File: src/rtl/toy_ext_intr_hub.sv
// External interrupt hub: per-channel edge/level pending capture, fixed-priority
// (lowest index) arbitration and a REQ/SERV handshake. Define TOY_INTR_SYNC_EN for input synchronizers.
module toy_ext_intr_hub #(
    parameter int NUM_CH      = 8,
    parameter int SYNC_STAGES = 2,
    parameter int ID_W        = $clog2(NUM_CH)
) (
    input  logic              clk,
    input  logic              rst_n,
    input  logic [NUM_CH-1:0] intr_raw,
    input  logic [NUM_CH-1:0] intr_mode,
    input  logic [NUM_CH-1:0] intr_en,
    input  logic              debug_stepie_mask,
    output logic              intr_vld,
    output logic [ID_W-1:0]   intr_id,
    input  logic              intr_rdy,
    input  logic              intr_clr,
    input  logic [ID_W-1:0]   intr_clr_id,
    output logic [NUM_CH-1:0] intr_pend
);

    typedef enum logic [1:0] {
        IDLE = 2'd0,
        REQ  = 2'd1,
        SERV = 2'd2
    } state_t;

    state_t            state_q, state_d;
    logic [ID_W-1:0]   id_q, id_d;
    logic [NUM_CH-1:0] s;
    logic [NUM_CH-1:0] h_q;
    logic [NUM_CH-1:0] pend_q, pend_d;
    logic [NUM_CH-1:0] edge_det;
    logic [NUM_CH-1:0] clr_hit;
    logic [NUM_CH-1:0] cand;
    logic              any_cand;
    logic [ID_W-1:0]   low_id;

`ifdef TOY_INTR_SYNC_EN
    logic [NUM_CH-1:0] sync_q [SYNC_STAGES];

    // NOTE: every synchronizer stage is reset so a held-high line is seen as a fresh edge after reset.
    always_ff @(posedge clk or negedge rst_n) begin
        if (!rst_n) begin
            for (int k = 0; k < SYNC_STAGES; k++) sync_q[k] <= '0;
        end else begin
            sync_q[0] <= intr_raw;
            for (int k = 1; k < SYNC_STAGES; k++) sync_q[k] <= sync_q[k-1];
        end
    end

    assign s = sync_q[SYNC_STAGES-1];
`else
    // SYNC_STAGES only shapes the synchronizer build.
    logic unused_sync_stages;
    assign unused_sync_stages = (SYNC_STAGES != 0);
    assign s = intr_raw;
`endif

    // Out-of-range clear ids match no channel and therefore do nothing.
    always_comb begin
        clr_hit = '0;
        for (int i = 0; i < NUM_CH; i++) begin
            clr_hit[i] = intr_clr && (intr_clr_id == ID_W'(i));
        end
    end

    // Edge channels: a new edge beats a same-cycle clear. Level channels follow s.
    assign edge_det = s & ~h_q;
    assign pend_d   = (intr_mode & (edge_det | (pend_q & ~clr_hit))) | (~intr_mode & s);

    // NOTE: sequential state uses non-blocking assignments so all flops sample pre-edge values.
    always_ff @(posedge clk or negedge rst_n) begin
        if (!rst_n) begin
            h_q    <= '0;
            pend_q <= '0;
        end else begin
            h_q    <= s;
            pend_q <= pend_d;
        end
    end

    assign cand = pend_q & intr_en;

    // NOTE: defaults come first in every combinational block so no path infers a latch.
    always_comb begin
        any_cand = |cand;
        low_id   = '0;
        for (int i = NUM_CH - 1; i >= 0; i--) begin
            if (cand[i]) low_id = ID_W'(i);
        end
    end

    always_comb begin
        state_d = state_q;
        id_d    = id_q;
        case (state_q)
            IDLE: begin
                if (debug_stepie_mask && any_cand) begin
                    state_d = REQ;
                    id_d    = low_id;
                end
            end
            REQ: begin
                if (intr_rdy) state_d = SERV;
            end
            SERV: begin
                if (intr_clr && (intr_clr_id == id_q)) state_d = IDLE;
            end
            default: state_d = IDLE;
        endcase
    end

    always_ff @(posedge clk or negedge rst_n) begin
        if (!rst_n) begin
            state_q <= IDLE;
            id_q    <= '0;
        end else begin
            state_q <= state_d;
            id_q    <= id_d;
        end
    end

    assign intr_vld  = (state_q == REQ);
    assign intr_id   = id_q;
    assign intr_pend = pend_q;

endmodule

File: config.mk
export PLATFORM = sky130hd
export DESIGN_NAME = toy_ext_intr_hub
export DESIGN_NICKNAME = d
export VERILOG_FILES = /design/src/rtl/toy_ext_intr_hub.sv
export SDC_FILE = /design/constraint.sdc
export NUM_CORES = 1
export LEC_CHECK = 0
export ABC_AREA = 1
export ABC_CLOCK_PERIOD_IN_PS = 1300
export CAP_MARGIN = 20
export CELL_PAD_IN_SITES_DETAIL_PLACEMENT = 1
export CELL_PAD_IN_SITES_GLOBAL_PLACEMENT = 2
export CORE_ASPECT_RATIO = 1.2
export CORE_MARGIN = 10
export CORE_UTILIZATION = 22
export CTS_BUF_LIST = sky130_fd_sc_hd__clkbuf_8
export DETAILED_ROUTE_END_ITERATION = 12
export PLACE_DENSITY_LB_ADDON = 0.1
export SETUP_SLACK_MARGIN = 0.05
export SYNTH_ARGS = -nofsm -noshare
export SYNTH_HDL_FRONTEND = slang
export SYNTH_SLANG_ARGS = --single-unit
export TNS_END_PERCENT = 5
File: constraint.sdc
create_clock -name clk -period 1.3 [get_ports clk]
set_input_delay 0.195 -clock clk [delete_from_list [all_inputs] [get_ports clk]]
set_output_delay 0.195 -clock clk [all_outputs]
set_load 0.005 [all_outputs]
# --- After elaboration in Yosys (flattened, before gate mapping) ---
# Cells that the tools add are included.
totals:
  regBits: 21
  in_bits: 32
  output_inout_bits: 12
op_classes:
  n_reduce_logical: 15
  n_mux: 12
  n_eq_ne: 13
  bitwise_logic: 10
ops:
  columns: ["op", "n"]
  rows:
  - ["8-bit AND", 5]
  - ["3-bit 2-to-1 mux", 8]
  - ["8-bit inverter", 3]
  - ["8-bit OR", 2]
  - ["3-bit == test (second input constant)", 4]
  - ["1-bit logical AND", 10]
  - ["8-bit OR reduction", 1]
  - ["3-bit by 2-bit == test with 1-bit output (second input constant)", 2]
  - ["2-bit 2-to-1 mux", 3]
  - ["2-bit one-hot mux with 3 select lines", 1]
  - ["2-bit inequality test (second input constant)", 2]
  - ["3-bit by 1-bit == test with 1-bit output (second input constant)", 1]
  - ["3-bit == test", 1]
  - ["3-bit zero test", 1]
  - ["3-bit AND reduction", 1]
  - ["2-bit by 1-bit == test with 1-bit output (second input constant)", 1]
  - ["2-bit == test (second input constant)", 1]
  - ["2-bit zero test", 1]
  - ["2-bit by 1-bit inequality test with 1-bit output (second input constant)", 1]
  - ["2-bit AND reduction", 1]

# --- Logic depth before layout (Yosys ltp) ---
logic_depth:
  depth_word: 9
  depth_mapped: 9
  ltp_nobuf: 9

# --- Least setup slack after synthesis ---
# Ideal clock, no wire load.
synth_timing:
  kind: "reg-to-reg"
  startpoint: "reg state_q[1]"
  endpoint: "reg id_q[1] (netlist: intr_id[1])"
  t_arrival_ns: 0.954
  period_less_slack_ns: 1.077
  slack_ns: 0.223
  setup_ns: 0.123
  stages_incl_launch_ff: 6
  path_cell_list: "dfrtp_1 -> nor3_2 -> o21ai_1 -> and2_4 -> nand2_1 -> o21ai_2"
synth_between:
  elab_chain_cells: 2
synth_rtl:
  columns: ["element", "line_no", "rtl"]
  rows:
  - ["start, declared", "28", "state_t state_q, state_d;"]
  - ["start signal, assigned", "119", "state_q <= state_d;"]
  - ["2-bit zero test", "97", "case (state_q)"]
  - ["2-bit AND reduction (no line)", null, null]
  - ["end signal, assigned", "120", "id_q <= id_d;"]
  - ["end, declared", "29", "logic [ID_W-1:0] id_q, id_d;"]
# No other way between the ends.
# A chain may end at the register's enable or synchronous reset.

# --- Worst setup path after layout ---
# Same ends and word-level chain as after synthesis.

==> summary.txt <==
Status
  • Status: complete, no violations

Clock network
  • Root Driver: clkbuf_8
  • CTS tree: built
  • Clock Latency Late Sink: 0.26 ns
  • H-Tree Depth: 1
  • Clk slew on worst S/H paths: 0.08 ns
  • CTS Buf Count: 3
  • Num Clock Sinks: 21
  • Clock Path Buffers: 2

Synthesis
  • Synth area leader: dfrtp_1
  • Ys Warns: 0
  • Register area share after synthesis: 0.559
  • Post-synth top area share: 0.559
  • Syn Inst Count: 115
  • Mean Syn Cell Area: roughly 8.2 um^2
  • Synth Register Bits: 21
  • Netlist cell types: 16
  • Top post-synthesis cells by area: dfrtp_1 (56%), nand2_1 (23%), o211ai_1 (4.0%)
  • Synthesized cell area: approximately 940 um^2
  • Syn_nets: 147

Placed design
  • Final Wtd Congestion: 0.707
  • Hpwl dp: 2680 um
  • Port Buffer Count: 43

Timing
  • Hold_ws: 0.279 ns
  • Final setup fails: 0
  • RSZ-0062 raised after global routing: true
  • Post-layout minimum cycle time: approximately 1.2 ns
  • Slew Limit Fails: 0
  • Max Clk Rate: 0.812 GHz
  • Worst-Margin Slew: 0.280 ns
  • Final Hold Vio Count: 0
  • Relative slew slack: 0.813
  • Fin crit share: 0.948
  • Clk_skew: 0.00243 ns

Critical path
  • CP Buf/Inv Count: 1
  • CP startpoint kind: register
  • Cell family with most CP delay: simple AND/OR/NAND/NOR gates
  • Top cell by count, worst path: o21ai_2
  • Worst EP arrival: 1.38 ns
  • CP cell instances: buf_6, nor3_4, o21ai_2, and2_4, nand2_1, o21ai_2
  • CP max-delay cell: dfrtp_1
  • Slowest stage delay, CP: 0.41 ns
  • CP max FO: 4
  • Worst endpoint required time: 1.45 ns
  • Worst setup EP type: register
  • Crit Path Class: register to register

Layout
  • Antenna cells: 0
  • Fillers: 502
  • Share of cells above drive strength 1: 0.127
  • Layout area overhead: 67.1%
  • Layout Nets: 206
  • Layout Utilization: 0.389

Worst hold path
  • Hold Crit Class: input port to async pin

Global route
  • Grt total ovfl: 0
  • Met3 Use GR: 0.0306
  • Wire length of the first global-routing pass: 5500 um
  • Number of global-route vias before repair: approximately 1,100
  • Gr usage total: 0.0936
  • Met1 Resource Use GR: 0.0975
  • Pin count of the biggest net entering global routing: 22
  • Busiest grt layer: met2
  • Met2 Use GR: 0.171
  • Initial antenna violation count: 0

Floorplanning
  • Die height: just over 90 um
  • Die Wd: ~80 um
  • Top Ports: 44
  • Core area: between 4000 and 5000 um^2
  • Die footprint: roughly 7300 um^2
  • Initial Util: 0.233
  • Rows: 25

Detailed routing
  • Initial detailed-routing violation count: 26
  • Detailed-route wire length per cell: 14.4 um
  • Routed wire length: 3280 um
  • DR pass1 iterations: 4
  • DRC Markers: 0
  • Post-route ant nets: 0
  • Vias: 966
  • Via/cell ratio: 4.26

Power
  • Power consumption: 0.00202 W
  • Leakage: 0.760 nW
  • Peak supply drop: 0.000466 V
  • PD cells: 1290 nW/um^2

Run
  • MaxCap Viol Count: 0
## what timing repair did
item                       in CTS  in global routing
resized for setup              15                  7
buffers inserted                5                  1
hold buffers                    0                  0
pin swaps                       0                  3
setup endpoints to repair      12                  5
## routing by layer
| layer | wire (um) | vias up |
|---|---|---|
| met2 | 1750 | 23 |
| li1 | - | 486 |
| met4 | 24 | 0 |
| met3 | 203 | 2 |
| met5 | 0 | - |
| met1 | 1300 | 455 |
## final cells by class
cell class	count	area, um^2	area share
flip-flops and latches	21	526	0.335
repair buffers	54	502	0.320
multi-input cells	86	400	0.255
well taps	54	67.6	0.0430
clock buffers	3	41.3	0.0263
inverters	8	30.0	0.0191
clock inverters	1	3.75	0.00239
## cells by family after synthesis
| group | share of synthesized area |
|---|---|
| simple gates | 0.290 |
| flops | 0.559 |
| compound gates | 0.119 |
| buf+inv | 0.0320 |
## state kept, by name (all words and copies together), names as in the netlist
name	count
state_q	2
h_q	8
intr_pend	8
intr_id	3
## cell usage after synthesis
library cell	n
inv_1	8
o21ai_0	5
and2_4	1
a21boi_0	1
nand4_1	1
o21ai_1	3
o211ai_1	5
dfrtp_1	21
o21ai_2	1
nand2_1	57
o31ai_1	1
nor3_2	1
a21oi_1	2
or2_1	1
nor2_1	6
nand3_1	1
## where the power goes
part / switching [W] / internal [W] / total (W)
Clock: 0.000219 / 0.000210 / 0.000429
Combinational: 0.000340 / 0.000408 / 0.000748
Sequential: 0.0000786 / 0.000764 / 0.000842
Total: 0.000637 / 0.00138 / 0.00202
## worst paths after layout
check                                  startpoint                endpoint  slack [ns]  depth (start not counted)
setup reg to reg           state_q[1]$_DFFE_PN0P_  intr_id[1]$_DFFE_PN0P_        0.07                          6
min in group clk                      intr_raw[5]        h_q[5]$_DFF_PN0_        0.39                          1
setup / recovery           state_q[1]$_DFFE_PN0P_  intr_id[1]$_DFFE_PN0P_        0.07                          6
hold / removal                              rst_n        h_q[7]$_DFF_PN0_        0.28                          2
max in group asynchronous                   rst_n  intr_pend[0]$_DFF_PN0_        0.80                          2
hold reg to reg                  h_q[6]$_DFF_PN0_  intr_pend[6]$_DFF_PN0_        0.50                          3
## layout by cell type, fill, tap and decap left out, types with 2 or more instances in the layout
master           instances
a21oi_1                  2
clkbuf_8                 3
nand2_1                 57
dlygate4sd2_1           11
dfrtp_1                 21
nor2_1                   5
o211ai_1                 5
buf_4                    9
clkdlybuf4s50_1         31
o21ai_2                  3
buf_6                    2
inv_1                    8
o21ai_0                  5
## per-stage QoR
step	setup slack, ns	std cells	area, um^2	TNS (ns)
global placement	-0.0712	217	1480	-0.273
finish	0.0678	227	1570	0
detailed placement	-0.0860	217	1480	-0.350
CTS	-0.00325	226	1550	-0.00616
global route	-0.0110	227	1570	-0.0190
floorplan	0.223	115	940	0
Note: power is estimated with default switching activity, not from simulation.
